--- src/rtl/clock_div_prog.sv ---
// rtl/clock_div_prog.sv - runtime-programmable clock divider with rise/fall strobes
module clock_div_prog #(
    parameter int CNT_W        = 8,
    parameter int DEFAULT_DIV  = 5,
    parameter int DEFAULT_HIGH = 2
) (
    input  logic             clk,
    input  logic             rst,
    input  logic             en,
    input  logic             cfg_valid,
    input  logic [CNT_W-1:0] cfg_div,
    input  logic [CNT_W-1:0] cfg_high,
    output logic             cfg_ready,
    output logic             cfg_done,
    output logic             cfg_err,
    output logic             clk_div,
    output logic             tick_rise,
    output logic             tick_fall
);

    localparam logic [CNT_W-1:0] ONE      = CNT_W'(1);
    localparam logic [CNT_W-1:0] TWO      = CNT_W'(2);
    localparam logic [CNT_W-1:0] DEF_DIV  = CNT_W'(DEFAULT_DIV);
    localparam logic [CNT_W-1:0] DEF_HIGH = CNT_W'(DEFAULT_HIGH);

    logic [CNT_W-1:0] cnt;
    logic [CNT_W-1:0] div_r;
    logic [CNT_W-1:0] high_r;
    logic [CNT_W-1:0] sh_div;
    logic [CNT_W-1:0] sh_high;
    logic             pend;

    logic [CNT_W-1:0] cnt_next;
    logic [CNT_W-1:0] div_next;
    logic [CNT_W-1:0] high_next;
    logic [CNT_W-1:0] high_act;
    logic             clk_div_next;
    logic             wrap;
    logic             apply;
    logic             accept;
    logic             legal;

    // Next-count, config-apply and divided-output decode for the coming edge
    always_comb begin
        wrap         = (cnt == div_r - ONE);
        accept       = cfg_valid & cfg_ready;
        legal        = (cfg_div >= TWO) && (cfg_high != '0) && (cfg_high < cfg_div);
        apply        = 1'b0;
        div_next     = div_r;
        high_next    = high_r;
        cnt_next     = cnt;
        high_act     = high_r;
        clk_div_next = 1'b0;
        if (en) begin
            // A pending setting only lands on the wrap edge, so the period in
            // progress always finishes with the old values.
            apply    = wrap & pend;
            cnt_next = wrap ? '0 : cnt + ONE;
            if (apply) begin
                div_next  = sh_div;
                high_next = sh_high;
            end
            high_act     = high_next;
            clk_div_next = (cnt_next < high_act);
        end else begin
            // Output is parked low, so a pending setting can apply right away.
            // Parking cnt at div-1 makes the first enabled edge a wrap.
            apply = pend;
            if (pend) begin
                div_next  = sh_div;
                high_next = sh_high;
            end
            cnt_next = div_next - ONE;
        end
    end

    // State, strobes and config handshake registers
    always_ff @(posedge clk) begin
        if (rst) begin
            cnt       <= DEF_DIV - ONE;
            div_r     <= DEF_DIV;
            high_r    <= DEF_HIGH;
            sh_div    <= '0;
            sh_high   <= '0;
            pend      <= 1'b0;
            clk_div   <= 1'b0;
            tick_rise <= 1'b0;
            tick_fall <= 1'b0;
            cfg_done  <= 1'b0;
            cfg_err   <= 1'b0;
            cfg_ready <= 1'b1;
        end else begin
            cnt       <= cnt_next;
            div_r     <= div_next;
            high_r    <= high_next;
            clk_div   <= clk_div_next;
            tick_rise <= ~clk_div & clk_div_next;
            tick_fall <= clk_div & ~clk_div_next;
            cfg_done  <= apply;
            cfg_err   <= accept & ~legal;
            // Accept needs ready=1, which implies nothing pending, so it never
            // coincides with an apply of an older setting.
            if (accept && legal) begin
                sh_div    <= cfg_div;
                sh_high   <= cfg_high;
                pend      <= 1'b1;
                cfg_ready <= 1'b0;
            end else if (apply) begin
                pend      <= 1'b0;
                cfg_ready <= 1'b1;
            end
        end
    end

endmodule

--- config.mk ---
export PLATFORM = sky130hd
export DESIGN_NAME = clock_div_prog
export DESIGN_NICKNAME = d
export VERILOG_FILES = /design/src/rtl/clock_div_prog.sv
export SDC_FILE = /design/constraint.sdc
export NUM_CORES = 1
export LEC_CHECK = 0
export ABC_AREA = 1
export CAP_MARGIN = 20
export CELL_PAD_IN_SITES_DETAIL_PLACEMENT = 0
export CELL_PAD_IN_SITES_GLOBAL_PLACEMENT = 1
export CORE_UTILIZATION = 38
export CTS_CLUSTER_DIAMETER = 200
export DETAILED_ROUTE_END_ITERATION = 16
export PLACE_DENSITY = 0.75
export SYNTH_ARGS = -nofsm -noshare
export SYNTH_HDL_FRONTEND = slang
export SYNTH_SLANG_ARGS = --single-unit
--- constraint.sdc ---
create_clock -name clk -period 2.53 [get_ports clk]
set_clock_uncertainty 0.05 [all_clocks]
set_input_delay 0.6325 -clock clk [delete_from_list [all_inputs] [get_ports clk]]
set_output_delay 0.6325 -clock clk [all_outputs]
set_load 0.02 [all_outputs]
==> Word level (Yosys, flattened, before mapping) <==
Index checks and enable logic that the tools add are counted.
{ "totals": {"register_bits": 47, "output_inout_bits": 6, "word_cells": 50} }
{ "classes": {"n_addsub": 3, "order_cmp": 3, "n_eq_ne": 2, "muxes": 16, "bitwise": 8, "reduce_logical": 6} }
{ "op_table": {"columns": ["cell", "n"], "rows": [
  ["$mux W8", 10],
  ["$lt A8 B8 Y1", 2],
  ["$sub A8 B1 Y8 const B", 2],
  ["$add A8 B1 Y8 const B", 1],
  ["$eq A8 B8 Y1", 1],
  ["$ge A8 B2 Y1 const B", 1],
  ["$reduce_bool A8 Y1", 1],
  ["$mux W1", 6],
  ["$and A1 B1 Y1", 5],
  ["$reduce_bool A2 Y1", 2],
  ["$logic_and A1 B1 Y1", 3],
  ["$not A1 Y1", 3],
  ["$ne A2 B1 Y1 const B", 1]
]} }

==> Longest topological paths before layout <==
Gate-level depths: netlist of run 1.
{ "logic_depth": {"ltp_word": 9, "ltp_mapped": 23} }

==> Least setup slack after synthesis of run 1 <==
Ideal clock, no wire load.
{ "synth_path": {"path_kind": "flip-flop to flip-flop", "start": "reg div_r[0]", "end": "reg tick_rise", "t_arrival_ns": 2.515, "required_time_ns": 2.417, "setup_slack_ns": -0.097, "stages_incl_launch_ff": 18, "path_buffers": 0, "cell_sequence": "dfxtp_1 inv_2 ha_1 nand2_1 nand4_1 nor2_2 nand3_2 nor2_4 nand3_4 clkinv_4 nand2_1 o21ai_1 ha_1 a211oi_1 nand2_1 a41oi_1 nand3_2 nor2_2"} }
{ "synth_via": {"elab_chain_cells": 8, "word_cells_on_any_way": 9} }
{ "synth_lines": {"columns": ["element", "line_no", "source"], "rows": [
  ["from (decl)", "27", "logic [CNT_W-1:0] div_r;"],
  ["from (signal assigned)", "94", "div_r <= div_next;"],
  ["$sub A8 B1 Y8 (*)", "45", "wrap = (cnt == div_r - ONE);"],
  ["$eq A8 B8 Y1 (*)", "45", null],
  ["$and A1 B1 Y1", "57", "apply = wrap & pend;"],
  ["$mux W8", "59", "if (apply) begin"],
  ["$mux W8", "54", "if (en) begin"],
  ["$lt A8 B8 Y1 (*)", "64", "clk_div_next = (cnt_next < high_act);"],
  ["$mux W1 (*)", "54", null],
  ["$and A1 B1 Y1 (*)", "97", "tick_rise <= ~clk_div & clk_div_next;"],
  ["to (signal assigned)", "97", null],
  ["to (decl)", "17", "output logic tick_rise,"]
]} }
Every way passes the cells marked *; elsewhere a longest branch is shown, timed or not. The select of a mux whose other input is x is not followed.
A chain may end at the register's enable or synchronous reset.

==> Final worst setup path of run 1 <==
{ "layout_path": {"start": "reg div_r[1]", "end": "reg tick_rise"} }
Same word-level chain as after synthesis.

==> results of run 1 <==
[cell families (layout without fill, tap and decap cells)]
group / after synthesis / in the layout / synth area share (%)
adders and majority gates: 17 / 17 / 7.44
xor gates and xnor gates: 6 / 6 / 1.84
buffers and inverters: 81 / 151 / 11.6
and+or+nand+nor: 154 / 154 / 24.8
AOI/OAI and AO/OA: 105 / 105 / 21.4
DFF: 47 / 47 / 32.9
[registers in the layout, indices dropped and copies added (netlist names)]
| register | flops |
|---|---|
| cfg_done | 1 |
| cfg_err | 1 |
| cfg_ready | 1 |
| clk_div | 1 |
| cnt | 8 |
| div_r | 8 |
| high_r | 8 |
| pend | 1 |
| sh_div | 8 |
| sh_high | 8 |
| tick_fall | 1 |
| tick_rise | 1 |
[stage by stage]
step,power (W),std cells
after global placement,0.00155,565
final,0.00212,579
after global routing,0.00227,579
after floorplan,0.00129,410
after detailed placement,0.00156,565
after CTS,0.00209,574
[what timing repair did]
item                                    CTS  global route
gates cloned                              0             1
buffers inserted                          1             4
resized for setup                        17            28
pin swaps                                 9            13
endpoints found under the setup margin    3            20
[critical path, delay by kind of cell (launching register included)]
| kind | cells | cell delay (ns) |
|---|---|---|
| flops | 1 | 0.34 |
| fa+ha+maj | 2 | 0.51 |
| compound gates | 3 | 0.50 |
| simple gates | 10 | 0.98 |
| buf+inv | 3 | 0.20 |
[layer usage]
metal	up-vias	global-route usage (%)	share of wire [%]
li1	1485	-	-
met1	1266	27.1	48
met2	41	35.2	48
met3	10	2.89	2.5
met4	0	6.45	1.4
met5	-	0	0
[layout by cell type, fill, tap and decap left out, types with 5 or more instances in the layout]
cell / count
nand2_1: 74
inv_1: 58
buf_4: 45
dfxtp_1: 44
o21ai_0: 39
a21oi_1: 32
clkdlybuf4s50_1: 23
nor2_1: 22
nand3_1: 15
ha_1: 14
nand2_2: 10
inv_2: 8
o21ai_2: 7
nor2_2: 6
xor2_1: 5
o21a_1: 5
clkbuf_8: 5
[cell type report]
cell class,instances,share of cell area [%]
tap,99,3.22
clock inverter,3,0.716
multi-input combinational,282,45.2
inverter,67,6.67
clock buffer,5,1.79
sequential,47,24.6
timing repair buffer,76,17.8
[power groups by stage]
| stage | clock [W] | sequential (W) | combinational, W |
|---|---|---|---|
| after floorplan | 0 | 0.000874 | 0.000419 |
| after global placement | 0 | 0.000874 | 0.000673 |
| after detailed placement | 0 | 0.000875 | 0.000686 |
| after CTS | 0.000517 | 0.000859 | 0.000718 |
| after global routing | 0.000541 | 0.000872 | 0.000855 |
| final | 0.000497 | 0.000862 | 0.000765 |
[synth_stat cells (3+ instances only)]
| cell type | instances | area, um2 |
|---|---|---|
| a21oi_1 | 34 | 170 |
| o21ai_2 | 5 | 43.8 |
| o21a_1 | 5 | 37.5 |
| dfxtp_1 | 47 | 941 |
| o21ai_1 | 4 | 20.0 |
| nor2_1 | 27 | 101 |
| nand3_1 | 17 | 85.1 |
| o21ai_0 | 40 | 200 |
| nor2_2 | 3 | 18.8 |
| a211oi_1 | 3 | 22.5 |
| nor4_1 | 3 | 18.8 |
| nor3_1 | 3 | 15.0 |
| nand2_1 | 79 | 297 |
| xor2_1 | 5 | 43.8 |
| inv_1 | 65 | 244 |
| nand2_2 | 7 | 43.8 |
| ha_1 | 17 | 213 |
| nand4_1 | 4 | 25.0 |
| buf_2 | 3 | 15.0 |
| clkbuf_1 | 9 | 33.8 |
| a31oi_1 | 3 | 18.8 |
[worst paths after layout]
kind	end	depth (start not counted)	slack, ns	start
min reg2reg	tick_rise	1	0.38	clk_div
min	tick_rise	1	0.38	clk_div
max reg2reg	tick_rise	18	-0.1	div_r[1]
max	tick_rise	18	-0.1	div_r[1]
==> run_results.csv, run 1 <==
group,metric,value,unit
status,outcome,"finished with violations",
status,violations_in_the_final_reports,"negative setup slack",
final_layout,layout.area.seq,945,um2
power,combPwrFrac,36.0,%
grt,grtUsageTotal,20.7,%
sta,finalSetupTns,-0.174,ns
detailed_routing,detailroute.via_count,2802,
final_layout,postLayoutCoreUtil,53.0,%
sta,tightestPinTransition,0.576,ns
placed_design,place_congestion,0.855,
yosys,postSynthAreaPerCell,6.97,um2
final_layout,antennaDiodeCount,0,
detailed_routing,first_iter_violations,126,
sta,report.final.setup_viol,3,
cts,cts.htree.levels,2,
detailed_routing,number_of_search_and_repair_iterations_in_the_first_detailed_routing_pass,4,
worst_setup_path,cp_data_required_time,2.74,ns
placed_design,placement.setup.worst_slack,-0.292,ns
cts,numCtsBuffers,5,
cts,cts_max_path_buffers,2,
sta,finalCritPeriodShare,104,%
sta,post-route-min-period,2.63,ns
worst_setup_path,crit_path_max_incr_delay,0.34,ns
yosys,synth_ff_type,"dfxtp_1",
power,pwr_density_cell,553,nW/um2
cts,cts.clk_slew.worst_paths,0.10,ns
cts,cts_root_buffer,"clkbuf_8",
final_layout,syn2layout_area_growth,34.5,%
power,p_sw_share,35.7,%
sta,fin_worst_hold_slack,0.385,ns
power,netSwitchingPower,0.000758,W
final_layout,postLayoutCellArea,3840,um2
sta,hold_viol,0,
worst_setup_path,critical_path.startpoint_type,"flip-flop",
detailed_routing,drc_errors_left,0,
yosys,synth_nets,447,
placed_design,port_buffers,25,
yosys,synthesis.instances,410,
cts,cts_hold_buffers,0,
power,power.ir.vdd_worst,258,uV
worst_setup_path,critPathCaptureType,"flip-flop",
placed_design,detailed_place.area,3520,um2
final_layout,multiInputGateArea,1740,um2
cts,worst_skew_pair.late_latency,0.31,ns
cts,tritoncts_num_sinks,47,
sta,final.setup.worst_slack,-0.0961,ns
detailed_routing,ant_nets,0,
final_layout,finish.net_count,516,
final_layout,layout_cells_sized_above_1,25.0,%
grt,grt_max_degree,37,
detailed_routing,route.detailed.vias_per_inst,4.84,
yosys,yosysUniqueCellTypes,43,
yosys,synth.yosys.warnings,0,
floorplan,design.portCount,26,
yosys,synth_area,2860,um2
detailed_routing,drt-total-wl,7650,um
yosys,synth.ff_latch_count,47,
worst_setup_path,slowest_stage,"dfxtp_2",
sta,timing_max_transition_violations_final,0,
grt,grt_first_pass_wirelength,12400,um
power,internal_power,0.00137,W
sta,slew_headroom,61.5,%
worst_setup_path,cp_cell_sequence,"inv_2 > ha_4 > inv_2 > nand2_1 > nand4_1 > nor2_2 > nand3_2 > nor2_4 > nand3_4 > clkinv_4 > nand2_4 > o21ai_4 > ha_4 > a211oi_2 > nand2_1 > a41oi_2 > nand3_2 > nor2_2",
worst_setup_path,critical_path.max_fanout,5,
worst_setup_path,timing_worst_setup_path_type,"flip-flop to flip-flop",
detailed_routing,wl_per_cell,13.2,um
grt,global_route.overflow_total,0,
power,leakage_component_of_the_power,1.73,nW
cts,cts_tree,"built",
sta,setup_repair_after_global_routing_missed_its_margin,"true",
floorplan,fp.dieArea,7870,um2
power,part_of_the_power_in_the_clock_network,23.4,%
yosys,synth_async_sr_flop_share,0,%
placed_design,dp_hpwl,5810,um
yosys,synth-edff-count,0,
floorplan,coreArea,7250,um2
final_layout,fillers,734,
flow_run,timing.max_cap.violations,0,
floorplan,starting_utilization_of_the_core_area,39.4,%
floorplan,floorplan.die.height,88.7,um
sta,timing.fmax,0.381,GHz
floorplan,floorplan.die.width,88.7,um
grt,first_global_vias,2621,
yosys,synth-seq-area-share,32.9,%
hold_path,worst_hold_check_path_type,"flip-flop to flip-flop",
power,relative_contribution_of_sequential_cells_to_total_power,40.6,%
floorplan,placementRows,31,
worst_setup_path,worst_ep_arrival_time,2.83,ns
grt,grt_antenna_before_repair,0,
No activity file was read; power rests on OpenSTA's default activity.
==> run 2: changes to the inputs <==
Settings changed: GPL_TIMING_DRIVEN from default to 1.
==> results of run 2 <==
Final layout, timing and power as in run 1 (identical DEF).
==> run 3: changes to the inputs <==
Clock period 2.53 ns to 2.19 ns, I/O delays scaled along.
==> run 3 against run 2 <==
Compared with the run above: the run still ends with negative setup slack left; global-route usage rose by 1.4 points; non-clock buffer count is 41 higher; sequential share of layout area is 3.1 points lower; register-to-register slack lost 0.33 ns; power up 29%; routed wire length is 9.6% higher; flip-flop and latch count stayed put; die area stayed put; final cell count up 7.3%; critical endpoint unchanged; largest power group is now combinational cells.
==> run_results.csv, run 3 (synthesis results as in run 1) <==
group,metric,value,unit
worst_setup_path,critPathCaptureType,"flip-flop",
sta,post-route-min-period,2.62,ns
power,pwr_density_cell,621,nW/um2
worst_setup_path,slowest_stage,"dfxtp_2",
cts,cts_hold_buffers,0,
cts,cts_tree,"built",
sta,timing.fmax,0.382,GHz
sta,slew_headroom,74.1,%
final_layout,layout_cells_sized_above_1,33.9,%
grt,first_global_vias,2840,
worst_setup_path,critPathTopFamily,"simple AND/OR/NAND/NOR gates",
floorplan,coreArea,7250,um2
final_layout,finish.net_count,558,
detailed_routing,drt-total-wl,8390,um
worst_setup_path,critical_path.max_fanout,7,
sta,timing_max_transition_violations_final,0,
cts,numCtsBuffers,5,
worst_setup_path,worst_ep_arrival_time,2.84,ns
sta,setup_repair_after_global_routing_missed_its_margin,"true",
detailed_routing,top_layer,"met4",
detailed_routing,routed-wl-met3,268,um
status,violations_in_the_final_reports,"negative setup slack",
grt,grt_first_pass_wirelength,13200,um
hold_path,worst_hold_check_path_type,"flip-flop to flip-flop",
cts,cts_root_buffer,"clkbuf_8",
worst_setup_path,critical_path.startpoint_type,"flip-flop",
final_layout,top_library_cells_by_usage_in_the_layout_fill_and_taps_aside,"buf_4 (79), nand2_1 (72), inv_1 (59), dfxtp_1 (44), o21ai_0 (38)",
placed_design,place_congestion,0.798,
floorplan,starting_utilization_of_the_core_area,39.4,%
detailed_routing,number_of_search_and_repair_iterations_in_the_first_detailed_routing_pass,4,
detailed_routing,routedLengthMet1,3850,um
grt,grt_antenna_before_repair,0,
status,outcome,"finished with violations",
power,power.ir.vdd_worst,371,uV
sta,report.final.setup_viol,15,
grt,grt_max_degree,37,
power,total_power,0.00273,W
detailed_routing,route.detailed.vias_per_inst,4.80,
sta,finalCritPeriodShare,120,%
sta,final.setup.worst_slack,-0.431,ns
cts,cts.clk_slew.worst_paths,0.10,ns
cts,worst_skew_pair.late_latency,0.32,ns
sta,tightestPinTransition,0.386,ns
placed_design,dp_hpwl,5970,um
detailed_routing,wl_per_cell,13.5,um
power,leakage_component_of_the_power,2.04,nW
final_layout,syn2layout_area_growth,53.9,%
cts,cts.htree.levels,2,
detailed_routing,first_iter_violations,157,
detailed_routing,drc_errors_left,0,
detailed_routing,detailroute.via_count,2978,
grt,global_route.overflow_total,0,
floorplan,floorplan.die.width,88.7,um
worst_setup_path,timing_worst_setup_path_type,"flip-flop to flip-flop",
final_layout,antennaDiodeCount,0,
floorplan,design.portCount,26,
worst_setup_path,timing.critical_path.buf_inv,3,
floorplan,placementRows,31,
sta,finalSetupTns,-2.18,ns
worst_setup_path,crit_path_max_incr_delay,0.37,ns
worst_setup_path,timing.critical_path.mode_cell,"nand2_1",
sta,fin_worst_hold_slack,0.385,ns
floorplan,floorplan.die.height,88.7,um
detailed_routing,ant_nets,0,
cts,cts_max_path_buffers,2,
worst_setup_path,cp_cell_sequence,"inv_4 > ha_4 > nand2_1 > nand2_1 > nand2_1 > nand2_1 > nor2_2 > nand3_2 > nor2_4 > nand3_4 > inv_8 > buf_12 > o21ai_4 > ha_4 > a211oi_2 > nand2_1 > a41oi_2 > nand3_2 > nor2_2",
worst_setup_path,cp_data_required_time,2.40,ns
sta,hold_viol,0,
detailed_routing,wl_met2,4110,um
placed_design,port_buffers,25,
floorplan,fp.dieArea,7870,um2
cts,tritoncts_num_sinks,47,
grt,grtUsageTotal,22.1,%
flow_run,timing.max_cap.violations,0,
final_layout,most_common_cell_after_layout_fill_and_taps_aside,"buf_4",
## run 3: worst paths after layout
path	startpoint	endpoint	slack, ns	cells after the start
hold reg to reg	clk_div	tick_rise	0.38	1
setup / recovery	div_r[0]	tick_rise	-0.43	19
setup reg to reg	div_r[0]	tick_rise	-0.43	19
hold / removal	clk_div	tick_rise	0.38	1
## run 3: metrics by stage
stage                     cells  setup WS (ns)  utilization, %  instance area (um2)
after floorplan             410         -0.236               -                 2890
after global placement      595         -0.448            52.4                 3800
after detailed placement    595         -0.539            52.4                 3800
after CTS                   614         -0.468            56.9                 4130
after global routing        621         -0.641            60.6                 4400
final                       621         -0.431            60.6                 4400
## run 3: power by group
part           leakage (nW)  switching, W  internal (W)
sequential            0.386     0.0000518      0.000936
clock                0.0548      0.000338      0.000345
combinational          1.60      0.000533      0.000526
## run 3: cell type report
| type | count | area, um2 |
|---|---|---|
| fill | 702 | 2860 |
| multi-input combinational | 282 | 1870 |
| timing repair buffer | 117 | 1080 |
| sequential | 47 | 945 |
| inverter | 67 | 264 |
| tap | 99 | 124 |
| clock buffer | 5 | 68.8 |
| clock inverter | 3 | 46.3 |
| timing repair inverter | 1 | 7.51 |
## run 3: layer usage
layer | global-route usage [%] | up-vias
met5 | 0 | -
li1 | - | 1566
met3 | 3.17 | 10
met1 | 29.3 | 1351
met4 | 7.92 | 0
met2 | 36.6 | 51
## run 3: timing repair
item                                    CTS  global route
hold endpoints to repair                  0             0
gates resized for setup                  26            54
buffers inserted                          9             6
pin swaps                                 8            18
endpoints found under the setup margin   27            45
gates cloned                              2             1
